`src/rtl/uart_frame_ctrl.sv`:
```
// Frame controller between the uart byte core and a wide processing core.
// Assembles FRAME_BYTES RX bytes into a word, hands it to the core, and serialises the result back to TX.
module uart_frame_ctrl #(
  parameter int unsigned FRAME_BYTES    = 16,
  parameter bit          MSB_FIRST      = 1'b1,
  parameter int unsigned TIMEOUT_CYCLES = 1_000_000
) (
  input  logic                     clk,
  input  logic                     rst,
  input  logic [7:0]               rx_data_i,
  input  logic                     rx_data_fresh_i,
  output logic [7:0]               tx_data_o,
  output logic                     tx_data_valid_o,
  input  logic                     tx_data_ack_i,
  output logic [8*FRAME_BYTES-1:0] core_din_o,
  output logic                     core_din_valid_o,
  input  logic                     core_din_ready_i,
  input  logic [8*FRAME_BYTES-1:0] core_dout_i,
  input  logic                     core_dout_valid_i,
  output logic                     core_dout_ready_o,
  output logic                     busy_o,
  output logic                     rx_overrun_o,
  output logic                     rx_timeout_o
);

  localparam int unsigned W     = 8 * FRAME_BYTES;
  localparam int unsigned CNT_W = $clog2(FRAME_BYTES + 1);
  localparam int unsigned GAP_W = (TIMEOUT_CYCLES == 0) ? 1 : $clog2(TIMEOUT_CYCLES + 1);
  localparam bit          TO_EN = (TIMEOUT_CYCLES != 0);

  localparam logic [CNT_W-1:0] LAST_BYTE = CNT_W'(FRAME_BYTES - 1);
  localparam logic [GAP_W-1:0] GAP_LAST  = GAP_W'((TIMEOUT_CYCLES == 0) ? 0 : TIMEOUT_CYCLES - 1);

  typedef enum logic [2:0] {
    S_IDLE,
    S_RX,
    S_DISPATCH,
    S_WAIT_RES,
    S_TX
  } state_e;

  state_e           state_q;
  logic [CNT_W-1:0] cnt_q;
  logic [GAP_W-1:0] gap_q;
  logic [W-1:0]     rx_sr_q;
  logic [W-1:0]     tx_sr_q;
  logic             din_valid_q;
  logic             dout_ready_q;
  logic             tx_valid_q;
  logic             busy_q;
  logic             overrun_q;
  logic             timeout_q;

  // Wire byte order: the first byte on the wire lands in / leaves from the top byte when MSB_FIRST.
  function automatic logic [W-1:0] shift_in(input logic [W-1:0] sr, input logic [7:0] b);
    if (MSB_FIRST) return {sr[W-9:0], b};
    else           return {b, sr[W-1:8]};
  endfunction

  function automatic logic [W-1:0] shift_out(input logic [W-1:0] sr);
    if (MSB_FIRST) return {sr[W-9:0], 8'h00};
    else           return {8'h00, sr[W-1:8]};
  endfunction

  always_ff @(posedge clk or posedge rst) begin
    if (rst) begin
      state_q      <= S_IDLE;
      cnt_q        <= '0;
      gap_q        <= '0;
      rx_sr_q      <= '0;
      tx_sr_q      <= '0;
      din_valid_q  <= 1'b0;
      dout_ready_q <= 1'b0;
      tx_valid_q   <= 1'b0;
      busy_q       <= 1'b0;
      overrun_q    <= 1'b0;
      timeout_q    <= 1'b0;
    end else begin
      overrun_q <= 1'b0;
      timeout_q <= 1'b0;
      if (rx_data_fresh_i &&
          (state_q == S_DISPATCH || state_q == S_WAIT_RES || state_q == S_TX)) begin
        overrun_q <= 1'b1;
      end

      unique case (state_q)
        S_IDLE: begin
          if (rx_data_fresh_i) begin
            rx_sr_q <= shift_in('0, rx_data_i);
            cnt_q   <= CNT_W'(1);
            gap_q   <= '0;
            busy_q  <= 1'b1;
            state_q <= S_RX;
          end
        end

        // A byte arriving on the expiry edge takes priority over the timeout.
        S_RX: begin
          if (rx_data_fresh_i) begin
            rx_sr_q <= shift_in(rx_sr_q, rx_data_i);
            cnt_q   <= cnt_q + CNT_W'(1);
            gap_q   <= '0;
            if (cnt_q == LAST_BYTE) begin
              din_valid_q <= 1'b1;
              state_q     <= S_DISPATCH;
            end
          end else if (TO_EN && gap_q == GAP_LAST) begin
            timeout_q <= 1'b1;
            rx_sr_q   <= '0;
            cnt_q     <= '0;
            gap_q     <= '0;
            busy_q    <= 1'b0;
            state_q   <= S_IDLE;
          end else if (TO_EN) begin
            gap_q <= gap_q + GAP_W'(1);
          end
        end

        S_DISPATCH: begin
          if (core_din_ready_i) begin
            din_valid_q  <= 1'b0;
            dout_ready_q <= 1'b1;
            state_q      <= S_WAIT_RES;
          end
        end

        S_WAIT_RES: begin
          if (core_dout_valid_i) begin
            tx_sr_q      <= core_dout_i;
            cnt_q        <= '0;
            dout_ready_q <= 1'b0;
            tx_valid_q   <= 1'b1;
            state_q      <= S_TX;
          end
        end

        // Valid drops for one cycle after every ack; acks seen while valid is low are ignored.
        S_TX: begin
          if (tx_valid_q) begin
            if (tx_data_ack_i) begin
              tx_valid_q <= 1'b0;
              tx_sr_q    <= shift_out(tx_sr_q);
              cnt_q      <= cnt_q + CNT_W'(1);
              if (cnt_q == LAST_BYTE) begin
                busy_q  <= 1'b0;
                state_q <= S_IDLE;
              end
            end
          end else begin
            tx_valid_q <= 1'b1;
          end
        end

        default: begin
          state_q <= S_IDLE;
        end
      endcase
    end
  end

  assign tx_data_o         = MSB_FIRST ? tx_sr_q[W-1 -: 8] : tx_sr_q[7:0];
  assign tx_data_valid_o   = tx_valid_q;
  assign core_din_o        = rx_sr_q;
  assign core_din_valid_o  = din_valid_q;
  assign core_dout_ready_o = dout_ready_q;
  assign busy_o            = busy_q;
  assign rx_overrun_o      = overrun_q;
  assign rx_timeout_o      = timeout_q;

endmodule
```
`config.mk`:
```
export PLATFORM = sky130hd
export DESIGN_NAME = uart_frame_ctrl
export DESIGN_NICKNAME = d
export VERILOG_FILES = /design/src/rtl/uart_frame_ctrl.sv
export SDC_FILE = /design/constraint.sdc
export NUM_CORES = 1
export LEC_CHECK = 0
export ABC_CLOCK_PERIOD_IN_PS = 15400
export CORE_ASPECT_RATIO = 1.75
export CORE_MARGIN = 2
export CORE_UTILIZATION = 50
export CTS_CLUSTER_SIZE = 16
export DETAILED_ROUTE_END_ITERATION = 7
export PLACE_DENSITY = 0.84
export SLEW_MARGIN = 20
export SYNTH_ARGS = -nofsm -noshare
export SYNTH_HDL_FRONTEND = slang
export SYNTH_SLANG_ARGS = --single-unit
```
`constraint.sdc`:
```
create_clock -name clk -period 15.4 [get_ports clk]
set_input_delay 4.62 -clock clk [delete_from_list [all_inputs] [get_ports clk]]
set_output_delay 4.62 -clock clk [all_outputs]
set_load 0.005 [all_outputs]
```
==> impl_metrics.yaml <==
yosys:
  synth-edff-count: 0
  syn_area_um2: 12000
  ys_seq_area_frac: 0.603
  yosysUniqueCellTypes: 48
  synth.net_count: 1333
  yosys_warnings: 0
  ys_ff_latch: 290
  synthCells: 1188
  ys.flop_type: "dfrtp_1"
  synth_area_per_cell_um2: 10.1
  synthArstFlopShare: 1.00
power:
  pwr-share-comb: 0.299
  p_sw_frac: 0.340
  p_switching_w: 0.000862
  p_int_w: 0.00168
  leakage_nw: 6.95
  peakVddDrop_uv: 112
  seqPwrFrac: 0.438
  total_power_w: 0.00254
  power.share.clock: 0.263
  powerDensity_nw_per_um2: 160
final_layout:
  drive_gt1_frac: 0.0469
  stdcell_area_um2: 15900
  final_cell_mix: "dfrtp_1, clkdlybuf4s50_1, nand2_1"
  final_common_cell: "dfrtp_1"
  final_nets: 1558
  area_growth_pct: 31.9
  final_util: 0.666
floorplanning:
  fp-row-count: 75
  die_h_um: 209
  start_util: 0.505
  coreArea_um2: 23800
  die_x_um: 121
  ioPinCount: 284
  die_area_um2: 25400
timing:
  finalCritPeriodShare: 0.483
  post-route-min-period_ns: 7.44
  skew_ns: 0.0168
  max_freq_mhz: 134
  grt_setup_unrepaired: "false"
  final-setup-viol-count: 0
  max_slew.worst_pin.slew_ns: 1.04
  fin_ws_ns: 7.96
  slew_viol_final: 0
  slew_headroom: 0.306
  tns_ns: 0
  finalHoldViolCount: 0
setup_path:
  crit_chain: "clkdlybuf4s50_1 -> or4_1 -> a21oi_2 -> nand2b_4 -> buf_4 -> a22o_1"
  critPathLaunchType: "input pin"
  cpLargestDelayFamily: "buffers and inverters"
  critPathCaptureType: "flip-flop"
  critical_path_class: "input pin to flip-flop"
  slowest_delay_ns: 0.74
  arrival_ns: 7.89
  critPathSlowestCell: "buf_4"
  crit_fanout: 82
  critical_path_required_ns: 15.86
  cp.buffers_inverters: 2
routing:
  wire_per_inst_um: 18.2
  drc_errors: 0
  wl_um: 31800
  first_pass_iters: 5
  num_vias: 10021
  routed_via_density: 5.74
  drtIter0Drc: 787
  final_antenna_net_count: 0
global_routing:
  grt_pass1_wl_um: 50400
  groute.usage.overall: 0.249
  gr-total-overflow: 0
  grt_pass1_vias: 9609
  grt_max_degree: 141
  antenna_found_initial: 9
worst_hold_path:
  hp-class: "flip-flop to flip-flop"
job:
  maxCapViolCount: 0
placement:
  gp_congestion: 0.840
  place_hpwl_um: 21300
  place_area_um2: 14900
  io_buffers: 283
  pre_cts_slack_ns: 7.44
cts:
  cts.sinks: 290
  clockBufferDepth: 3
  cts_hold_buffers: 0
  htreeDepth: 1
  cts_buffers: 26
  cts-root-buf: "clkbuf_16"
  clk_pin_slew_ns: 0.07
  post_cts_resized: 0
  clkLatencyLatePin_ns: 0.54
  cts_tree: "yes"
  cts_setup_buffers: 0
run_status:
  status: "finished, final reports clean"
## final timing paths
kind / from / endpoint / slack (ns) / cells after the start
max: rx_data_fresh_i / core_din_o[80] / 7.96 / 6
min: tx_sr_q[6] / tx_sr_q[6] / 0.48 / 2
max reg2reg: state_q[0] / core_din_o[80] / 11.77 / 6
min reg2reg: tx_sr_q[6] / tx_sr_q[6] / 0.48 / 2
max in group asynchronous: rst / core_din_o[91] / 9.15 / 3
min in group asynchronous: rst / core_din_o[102] / 4.70 / 2
## flip-flops by register name, indices dropped and copies added, names as in the netlist
name	cells
state_q	3
gap_q	20
tx_sr_q	128
rx_timeout_o	1
core_din_valid_o	1
cnt_q	5
busy_o	1
core_din_o	128
rx_overrun_o	1
core_dout_ready_o	1
tx_data_valid_o	1
## cells in the mapped netlist (all sizes together) (8+ instances only)
cell	count	share of area
nor2	149	0.047
buf	26	0.013
o21ai	16	0.0067
xor2	9	0.0065
a31oi	128	0.067
clkbuf	71	0.022
a21oi	8	0.0036
nand2	275	0.086
nand3	18	0.0075
dfrtp	290	0.60
a22o	130	0.095
nand4	8	0.0042
## power groups by stage
stage	logic (W)	registers (W)	clock network, W
after floorplan	0.000560	0.00108	0
after global placement	0.000725	0.00111	0
after detailed placement	0.000754	0.00112	0
after CTS	0.000757	0.00111	0.000680
after global routing	0.000850	0.00114	0.000711
final	0.000759	0.00111	0.000668
## kinds of logic (layout without fill, tap and decap cells)
group / count (synthesis) / in the layout / share of synthesized area
AOI/OAI and AO/OA: 297 / 297 / 0.181
xor gates and xnor gates: 9 / 9 / 0.00655
adders and majority gates: 3 / 3 / 0.00312
buffers and inverters: 101 / 343 / 0.0367
DFF: 290 / 290 / 0.603
muxes: 2 / 2 / 0.00249
other: 0 / 9 / 0
and+or+nand+nor: 486 / 486 / 0.167
## per-stage QoR
| step | cells | hold WS [ns] |
|---|---|---|
| after floorplan | 1188 | 0.439 |
| after global placement | 1692 | 0.454 |
| after detailed placement | 1692 | 0.456 |
| after CTS | 1737 | 0.471 |
| after global routing | 1747 | 0.492 |
| final | 1747 | 0.476 |
## layer usage
layer  global-route usage  up-vias  share of wire
met5                    0        -              0
met4                0.154        0          0.059
met3               0.0285       90          0.046
met2                0.415      360           0.52
met1                0.308     4939           0.38
li1                     -     4632              -
## worst min-delay path, stage by stage (launching register included)
cell     delay, ns
dfrtp_1       0.35
nand2_1       0.05
nand2_1       0.05
## area by class of cell
class | count | area [µm²]
antenna | 9 | 22.5
sequential | 290 | 7260
fill | 1830 | 7960
inverter | 4 | 22.5
multi-input combinational | 797 | 4370
timing repair buffer | 294 | 2940
clock inverter | 6 | 83.8
tap | 308 | 385
clock buffer | 39 | 801
(Power assumes the default switching activity.)
